## src/rtl/spi_afe_pkg.sv

```systemverilog
// ---------------------------------------------------------------------------
// spi_afe_pkg
// Shared definitions for the SPI register slave (spi_afe_slave).
//   - Frame layout for the default 16-bit data field:
//       bit 23     R/W (1 = read)
//       bits 22:16 register address
//       bits 15:0  data
//   - FRAME_BITS: total frame length for the default data width.
//   - afe_state_t: FSM state encoding shared by RTL and anyone probing it.
// No ports (package).
// ---------------------------------------------------------------------------
package spi_afe_pkg;

  localparam int CMD_BITS       = 8;
  localparam int CMD_ADDR_BITS  = 7;
  localparam int CMD_RW_OFS     = 7;
  localparam int DATA_BITS_DEF  = 16;
  localparam int FRAME_BITS     = CMD_BITS + DATA_BITS_DEF;

  localparam int RW_POS         = FRAME_BITS - 1;
  localparam int ADDR_HI_POS    = FRAME_BITS - 2;
  localparam int ADDR_LO_POS    = DATA_BITS_DEF;
  localparam int DATA_HI_POS    = DATA_BITS_DEF - 1;

  typedef enum logic [1:0] {
    ST_IDLE   = 2'd0,
    ST_SHIFT  = 2'd1,
    ST_COMMIT = 2'd2,
    ST_ERR    = 2'd3
  } afe_state_t;

endpackage

```

## src/rtl/spi_afe_sync.sv

```systemverilog
// ---------------------------------------------------------------------------
// spi_afe_sync
// Two-flop synchronizer for one asynchronous SPI pin, followed by a third
// flop used to detect rising and falling edges in the system clock domain.
// Ports:
//   i_clk    system clock
//   i_rst_n  asynchronous active-low reset (all flops clear to 0)
//   i_async  asynchronous input pin
//   o_level  synchronized level
//   o_rise   one-cycle pulse on a synchronized 0->1 transition
//   o_fall   one-cycle pulse on a synchronized 1->0 transition
// ---------------------------------------------------------------------------
module spi_afe_sync (
  input  logic i_clk,
  input  logic i_rst_n,
  input  logic i_async,
  output logic o_level,
  output logic o_rise,
  output logic o_fall
);

  logic r_meta;
  logic r_sync;
  logic r_prev;

  // Clearing to 0 means a pin held low through reset never produces a
  // falling edge afterwards, so an interrupted frame cannot restart itself.
  always_ff @(posedge i_clk or negedge i_rst_n) begin
    if (!i_rst_n) begin
      r_meta <= 1'b0;
      r_sync <= 1'b0;
      r_prev <= 1'b0;
    end else begin
      r_meta <= i_async;
      r_sync <= r_meta;
      r_prev <= r_sync;
    end
  end

  assign o_level = r_sync;
  assign o_rise  = r_sync & ~r_prev;
  assign o_fall  = ~r_sync & r_prev;

endmodule

```

## src/rtl/spi_afe_slave.sv

```systemverilog
// ---------------------------------------------------------------------------
// spi_afe_slave
// SPI mode-0 slave giving an external master write (and optionally read)
// access to a bank of 2**ADDR_W registers of DATA_W bits. All SPI pins are
// oversampled in the sys_clk domain; spi_clk_i must be at least 8 sys_clk
// periods long. A frame is 8+DATA_W bits, MSB first: R/W, 7-bit address,
// data. Frames of the wrong length raise frame_err_o and are discarded.
//
// Optional feature macro: SPI_AFE_SLAVE_READBACK_EN
//   defined   : read frames shift the addressed register out on spi_miso_o
//   undefined : spi_miso_o is tied 0 and read frames are no-ops
//
// Ports:
//   sys_clk      system clock
//   sys_rst_n    asynchronous active-low reset
//   spi_clk_i    SPI clock (async)
//   spi_mosi_i   SPI data in (async)
//   spi_sel_i    SPI select, active-low (async)
//   spi_miso_o   SPI data out, 0 outside a frame
//   reg_wr_o     one-cycle write commit strobe
//   reg_addr_o   address of the committed write
//   reg_wdata_o  data of the committed write
//   rd_addr_i    fabric read address
//   rd_data_o    register contents at rd_addr_i (combinational)
//   frame_err_o  one-cycle pulse on a malformed frame
// ---------------------------------------------------------------------------
module spi_afe_slave
  import spi_afe_pkg::*;
#(
  parameter int ADDR_W = 4,
  parameter int DATA_W = 16
) (
  input  logic              sys_clk,
  input  logic              sys_rst_n,
  input  logic              spi_clk_i,
  input  logic              spi_mosi_i,
  input  logic              spi_sel_i,
  output logic              spi_miso_o,
  output logic              reg_wr_o,
  output logic [ADDR_W-1:0] reg_addr_o,
  output logic [DATA_W-1:0] reg_wdata_o,
  input  logic [ADDR_W-1:0] rd_addr_i,
  output logic [DATA_W-1:0] rd_data_o,
  output logic              frame_err_o
);

  // Field positions scale with DATA_W; the package gives them for 16 bits.
  localparam int FRAME_W = FRAME_BITS  - DATA_BITS_DEF + DATA_W;
  localparam int RW_BIT  = RW_POS      - DATA_BITS_DEF + DATA_W;
  localparam int ADDR_HI = ADDR_HI_POS - DATA_BITS_DEF + DATA_W;
  localparam int ADDR_LO = ADDR_LO_POS - DATA_BITS_DEF + DATA_W;
  localparam int DATA_HI = DATA_HI_POS - DATA_BITS_DEF + DATA_W;
  localparam int CNT_W   = $clog2(FRAME_W + 1) + 1;

  localparam logic [CNT_W-1:0] CNT_FRAME = CNT_W'(FRAME_W);
  localparam logic [CNT_W-1:0] CNT_CMD   = CNT_W'(CMD_BITS);
  localparam logic [CNT_W-1:0] CNT_MAX   = '1;

  afe_state_t r_state;
  afe_state_t w_nextState;

  logic [FRAME_W-1:0]       r_shift;
  logic [CNT_W-1:0]         r_bitCnt;
  logic                     r_regWr;
  logic [ADDR_W-1:0]        r_regAddr;
  logic [DATA_W-1:0]        r_regWdata;
  logic                     r_frameErr;
  logic [DATA_W-1:0]        r_regs [2**ADDR_W];

  logic w_sckLevel, w_sckRise, w_sckFall;
  logic w_mosiLevel, w_mosiRise, w_mosiFall;
  logic w_selLevel, w_selRise, w_selFall;

  logic [CMD_ADDR_BITS-1:0] w_frameAddr;
  logic                     w_frameInRange;
  logic                     w_frameIsWrite;
  logic                     w_frameDone;
  logic                     w_frameLenOk;
  logic                     w_frameStart;
  logic                     w_unused;

  spi_afe_sync u_syncSck (
    .i_clk   (sys_clk),
    .i_rst_n (sys_rst_n),
    .i_async (spi_clk_i),
    .o_level (w_sckLevel),
    .o_rise  (w_sckRise),
    .o_fall  (w_sckFall)
  );

  spi_afe_sync u_syncMosi (
    .i_clk   (sys_clk),
    .i_rst_n (sys_rst_n),
    .i_async (spi_mosi_i),
    .o_level (w_mosiLevel),
    .o_rise  (w_mosiRise),
    .o_fall  (w_mosiFall)
  );

  spi_afe_sync u_syncSel (
    .i_clk   (sys_clk),
    .i_rst_n (sys_rst_n),
    .i_async (spi_sel_i),
    .o_level (w_selLevel),
    .o_rise  (w_selRise),
    .o_fall  (w_selFall)
  );

  assign w_unused = &{1'b0, w_sckLevel, w_sckFall, w_mosiRise, w_mosiFall,
                      w_selLevel};

  // Decode of a complete frame as it sits in the shifter at sel release.
  // Only the low ADDR_W address bits are implemented; anything above is
  // treated as out of range.
  assign w_frameAddr    = r_shift[ADDR_HI:ADDR_LO];
  assign w_frameInRange = ((w_frameAddr >> ADDR_W) == '0);
  assign w_frameIsWrite = ~r_shift[RW_BIT];
  assign w_frameStart   = (r_state == ST_IDLE) && w_selFall;
  assign w_frameDone    = (r_state == ST_SHIFT) && w_selRise;
  assign w_frameLenOk   = (r_bitCnt == CNT_FRAME);

  always_ff @(posedge sys_clk or negedge sys_rst_n) begin
    if (!sys_rst_n) begin
      r_state <= ST_IDLE;
    end else begin
      r_state <= w_nextState;
    end
  end

  // COMMIT and ERR last exactly one cycle so their strobes are single pulses.
  always_comb begin
    w_nextState = r_state;
    case (r_state)
      ST_IDLE:   if (w_selFall) w_nextState = ST_SHIFT;
      ST_SHIFT:  if (w_selRise) w_nextState = w_frameLenOk ? ST_COMMIT : ST_ERR;
      ST_COMMIT: w_nextState = ST_IDLE;
      ST_ERR:    w_nextState = ST_IDLE;
      default:   w_nextState = ST_IDLE;
    endcase
  end

  // Input shifter and bit counter. The counter saturates so that an
  // arbitrarily long frame can never wrap back onto the legal length.
  // The commit/error strobes are registered on the SHIFT exit edge, which
  // makes them high exactly during the COMMIT/ERR state cycle.
  always_ff @(posedge sys_clk or negedge sys_rst_n) begin
    if (!sys_rst_n) begin
      r_shift    <= '0;
      r_bitCnt   <= '0;
      r_regWr    <= 1'b0;
      r_regAddr  <= '0;
      r_regWdata <= '0;
      r_frameErr <= 1'b0;
    end else begin
      r_regWr    <= 1'b0;
      r_frameErr <= 1'b0;
      if (w_frameStart) begin
        r_shift  <= '0;
        r_bitCnt <= '0;
      end else if ((r_state == ST_SHIFT) && w_sckRise) begin
        r_shift <= {r_shift[FRAME_W-2:0], w_mosiLevel};
        if (r_bitCnt != CNT_MAX) begin
          r_bitCnt <= r_bitCnt + 1'b1;
        end
      end
      if (w_frameDone) begin
        if (!w_frameLenOk) begin
          r_frameErr <= 1'b1;
        end else if (w_frameIsWrite && w_frameInRange) begin
          r_regWr    <= 1'b1;
          r_regAddr  <= w_frameAddr[ADDR_W-1:0];
          r_regWdata <= r_shift[DATA_HI:0];
        end
      end
    end
  end

  // The bank is updated at the end of the COMMIT cycle, so fabric reads
  // see the new value one cycle after the strobe.
  always_ff @(posedge sys_clk or negedge sys_rst_n) begin
    if (!sys_rst_n) begin
      for (int i = 0; i < 2**ADDR_W; i++) begin
        r_regs[i] <= '0;
      end
    end else if (r_regWr) begin
      r_regs[r_regAddr] <= r_regWdata;
    end
  end

  assign rd_data_o   = r_regs[rd_addr_i];
  assign reg_wr_o    = r_regWr;
  assign reg_addr_o  = r_regAddr;
  assign reg_wdata_o = r_regWdata;
  assign frame_err_o = r_frameErr;

`ifdef SPI_AFE_SLAVE_READBACK_EN
  logic [DATA_W-1:0]        r_misoShift;
  logic [CMD_ADDR_BITS-1:0] w_cmdAddr;
  logic                     w_cmdIsRead;
  logic                     w_cmdInRange;
  logic [DATA_W-1:0]        w_cmdRdVal;

  // After 8 bits the command byte occupies the low end of the shifter.
  assign w_cmdAddr    = r_shift[CMD_ADDR_BITS-1:0];
  assign w_cmdIsRead  = r_shift[CMD_RW_OFS];
  assign w_cmdInRange = ((w_cmdAddr >> ADDR_W) == '0);
  assign w_cmdRdVal   = w_cmdInRange ? r_regs[w_cmdAddr[ADDR_W-1:0]] : '0;

  // Output shifter: loaded on the falling SCK that ends the command byte,
  // so the master samples data MSB on its 9th rising edge; later falling
  // edges shift the next bit up. Writes leave it at zero.
  always_ff @(posedge sys_clk or negedge sys_rst_n) begin
    if (!sys_rst_n) begin
      r_misoShift <= '0;
    end else if (w_frameStart) begin
      r_misoShift <= '0;
    end else if ((r_state == ST_SHIFT) && w_sckFall) begin
      if (r_bitCnt == CNT_CMD) begin
        r_misoShift <= w_cmdIsRead ? w_cmdRdVal : '0;
      end else begin
        r_misoShift <= {r_misoShift[DATA_W-2:0], 1'b0};
      end
    end
  end

  assign spi_miso_o = (r_state == ST_SHIFT) & r_misoShift[DATA_W-1];
`else
  assign spi_miso_o = 1'b0;
`endif

endmodule

```

## config.mk

```make
export PLATFORM = sky130hd
export DESIGN_NAME = spi_afe_slave
export DESIGN_NICKNAME = d
export VERILOG_FILES = /design/src/rtl/spi_afe_pkg.sv /design/src/rtl/spi_afe_sync.sv /design/src/rtl/spi_afe_slave.sv
export SDC_FILE = /design/constraint.sdc
export NUM_CORES = 1
export LEC_CHECK = 0
export CAP_MARGIN = 20
export CORE_MARGIN = 5
export CORE_UTILIZATION = 45
export CTS_CLUSTER_DIAMETER = 120
export DETAILED_ROUTE_END_ITERATION = 16
export SYNTH_ARGS = -nofsm -noshare
export SYNTH_HDL_FRONTEND = slang
export SYNTH_SLANG_ARGS = --single-unit
export TNS_END_PERCENT = 30
```

## constraint.sdc

```tcl
create_clock -name sys_clk -period 4.9 [get_ports sys_clk]
set_input_delay 1.47 -clock sys_clk [delete_from_list [all_inputs] [get_ports sys_clk]]
set_output_delay 1.47 -clock sys_clk [all_outputs]
set_load 0.005 [all_outputs]
```

==> metrics <==
reg-to-reg critical path endpoint=reg_wdata_o[14]; width of the die=186 um; number of clock sinks=318; Post-Route Setup TNS=0 ns; final count of hold timing violations=0; Pre-Repair DR Iteration Count=5; destination of the worst hold path=u_syncSck.o_level; reg2reg start=r_bitCnt[0]; number of flops mapped to enable cells by yosys=0; wire per inst=24.7 um; register-to-register path setup slack=2.59 ns; max-slew headroom at the worst pin=0.274; CTS tree=done; hpwl dp=between 15000 and 20000 um; Final min period=4.72 ns; most used cell along the critical path=sky130_fd_sc_hd__clkdlybuf4s50_1; category of the worst setup path capture point=primary output; number of synthesized register bits=about 320; dominant register cell in the synthesized netlist=sky130_fd_sc_hd__dfrtp_1; measured slew at the worst slew-check pin=1.09 ns; Min-Delay Startpoint=u_syncSck.r_meta; routability cong.=0.740; register clock-pin slew on the reported worst setup and hold paths=0.05 ns; gate count after technology mapping=870; count of antenna diodes in the layout=0; Max Buffers Root-to-Sink=3; MaxCap Viol Count=0; RSZ-0062 raised after global routing=false; Critical Path Source Type=input pin; ordered list of cells on the worst path=clkdlybuf4s50_1 > nor2b_1 > buf_12 > a22oi_1 > nand2_1 > clkdlybuf4s50_1; Highest Clock Rate=about 0.21 GHz; average footprint of a synthesized cell=15.9 sq um; nets in the synthesized netlist=881; logic depth of the worst register-to-register path=6; number of H-tree branching levels=2; starting utilization of the core area=0.455; proportion of synthesized flip-flops having asynchronous set or reset=1.00; classification of the worst-slack hold path=reg -> reg; number of vias in the routed layout=~7800; combined global-route utilization of all metal layers=0.199; crit-path leading delay family=buffers and inverters; Static Leak=0.00761 uW; placement row count=64; Initial DRC Count=487; most common cell after layout, fill and taps aside=sky130_fd_sc_hd__dfrtp_1; Residual DRC=0; number of nets still failing antenna checks after routing=0; clock buffer count from CTS=35; Max VDD drop=0.234 mV; vias in the first global route=approximately 8700; grt total ovfl=0; layout cell share with drive strength beyond 1=0.465; final worst-path cycle share=0.964; Worst Hold Margin=0.351 ns; share of synthesized area occupied by flip-flops and latches=0.574; Req. time, crit path=about 3.4 ns; Post-Synthesis Cell Area=13900 sq um; number of primary I/O pins=48; result of the run=completed; Area Growth Syn to Fin=14.4%; number of antenna violations at the first check in global routing=0; commonest cells after routing, fill and taps aside=318 x sky130_fd_sc_hd__dfrtp_1, 273 x sky130_fd_sc_hd__mux2_2, 64 x sky130_fd_sc_hd__mux4_2; Die ar.=34400 sq um; fillcell total=2483; number of stages on the worst hold path=0; Synth Warn #=0; slowest cell on the critical path=sky130_fd_sc_hd__clkdlybuf4s50_1; skew final=between 0.015 and 0.02 ns; latest clock arrival within the worst-skew pair=between 0.5 and 0.6 ns; Total Routed Length=32800 um; top cell type's share of synthesized area=0.574; endpoints failing setup=0; Via density=5.88; number of I/O port buffers=46; Distinct cells, synth=46; CTS Hold Bufs=0; standard cell core area=30500 sq um; count of final max-slew check failures=0; clock tree root buffer cell=sky130_fd_sc_hd__clkbuf_16; quantity of gates resized following cts=0; Synth area leader=sky130_fd_sc_hd__dfrtp_1; CP Class=in -> out; first-pass GRT wire length=52500 um; PD cells=337 nW/um^2; Die H=186 um; Final nets=923; highest fanout seen on the critical path=16; crit path buf inv count=3; postcts setup bufs=0; largest cells by area after synthesis=sky130_fd_sc_hd__dfrtp_1 57%, sky130_fd_sc_hd__mux2_2 22%, sky130_fd_sc_hd__mux4_2 10%, sky130_fd_sc_hd__a22oi_1 1.7%, sky130_fd_sc_hd__a22o_1 1.5%; Largest stage delay, worst path=0.53 ns; Crit path arrival time=3.25 ns; maximum number of pins on one net before global-route repair=between 100 and 150
[kinds of logic (layout without fill, tap and decap cells)]
logic type | count (synthesis) | after routing | share of synthesized area
flip-flops | 318 | 318 | 0.574
adder cells (fa/ha/maj) | 2 | 2 | 0.00180
multiplexers | 344 | 344 | 0.331
XOR/XNOR | 1 | 1 | 0.000632
AO/OA/AOI/OAI | 65 | 65 | 0.0378
buffers and inverters | 74 | 136 | 0.0265
AND/OR/NAND/NOR | 65 | 65 | 0.0280
other | 1 | 1 | 0.000270
[through the flow]
stage                      util  worst slack, ns  std cells  cell area [sq um]  total power, uW
after floorplan               -            0.667        870              13900             2850
after detailed placement  0.485            0.156       1271              14800             2970
after global placement    0.485            0.177       1271              14800             2950
after CTS                 0.520            0.157       1328              15900             5420
after global routing      0.520           0.0517       1328              15900             5560
final                     0.520            0.175       1328              15900             5350
[routing by layer]
layer	up-vias	wire length [um]	global-route usage
met1	4233	14800	0.285
met4	0	748	0.0510
met5	-	0	0
met3	53	1410	0.0258
met2	187	15800	0.327
li1	3341	-	-
[sequential cells by signal, indices dropped and copies added (netlist names)]
signal              count
u_syncMosi.r_meta       1
r_regs                256
u_syncSel.r_prev        1
reg_addr_o              4
reg_wdata_o            16
r_shift                24
u_syncSel.o_level       1
r_state                 2
u_syncMosi.o_level      1
u_syncSck.r_meta        1
frame_err_o             1
r_bitCnt                6
reg_wr_o                1
u_syncSck.o_level       1
u_syncSel.r_meta        1
u_syncSck.r_prev        1
[how the worst max path moves through the flow]
| stage | startpoint | end | slack, ns | cells after the start |
|---|---|---|---|---|
| floorplan | rd_addr_i[0] | rd_data_o[0] | 0.67 | 5 |
| detailed placement | rd_addr_i[0] | rd_data_o[15] | 0.16 | 6 |
| global route | rd_addr_i[0] | rd_data_o[6] | 0.05 | 6 |
| CTS | rd_addr_i[3] | rd_data_o[4] | 0.16 | 6 |
| finish | rd_addr_i[3] | rd_data_o[6] | 0.18 | 6 |
| global placement | rd_addr_i[0] | rd_data_o[7] | 0.18 | 6 |
[worst reg2reg max path: stages (launching register included)]
cell and delay [ns]:
sky130_fd_sc_hd__dfrtp_1 0.42, sky130_fd_sc_hd__inv_1 0.07, sky130_fd_sc_hd__ha_1 0.14, sky130_fd_sc_hd__nand4b_1 0.19
sky130_fd_sc_hd__nor4_4 0.66, sky130_fd_sc_hd__buf_4 0.34, sky130_fd_sc_hd__mux2_2 0.36
[layout make-up]
type | instances | area, sq um | area share
Sequential cell | 318 | 7960 | 0.502
Multi-Input combinational cell | 478 | 5550 | 0.350
Clock buffer | 50 | 1010 | 0.0638
Timing Repair Buffer | 73 | 786 | 0.0495
Tap cell | 396 | 495 | 0.0312
Clock inverter | 7 | 46.3 | 0.00292
Inverter | 6 | 22.5 | 0.00142
[synth_stat cells (all sizes together), types with 2 or more instances]
| cell type | number |
|---|---|
| nand2b | 3 |
| nand4b | 2 |
| nor2 | 13 |
| inv | 6 |
| mux4 | 64 |
| a22oi | 32 |
| or3 | 3 |
| and3 | 3 |
| nand2 | 23 |
| mux2 | 276 |
| clkbuf | 30 |
| ha | 2 |
| nor2b | 2 |
| a22o | 24 |
| dfrtp | 318 |
| buf | 38 |
| mux2i | 4 |
| nand3b | 5 |
| nand3 | 3 |
[power by group]
part           switching [uW]  leakage [uW]  internal, uW  total, uW
clock                    1000      0.000526          1430       2430
combinational             141       0.00266          76.5        217
sequential               36.7       0.00442          2660       2700
total                    1180       0.00761          4170       5350
Power figures use the tool's default switching activity.
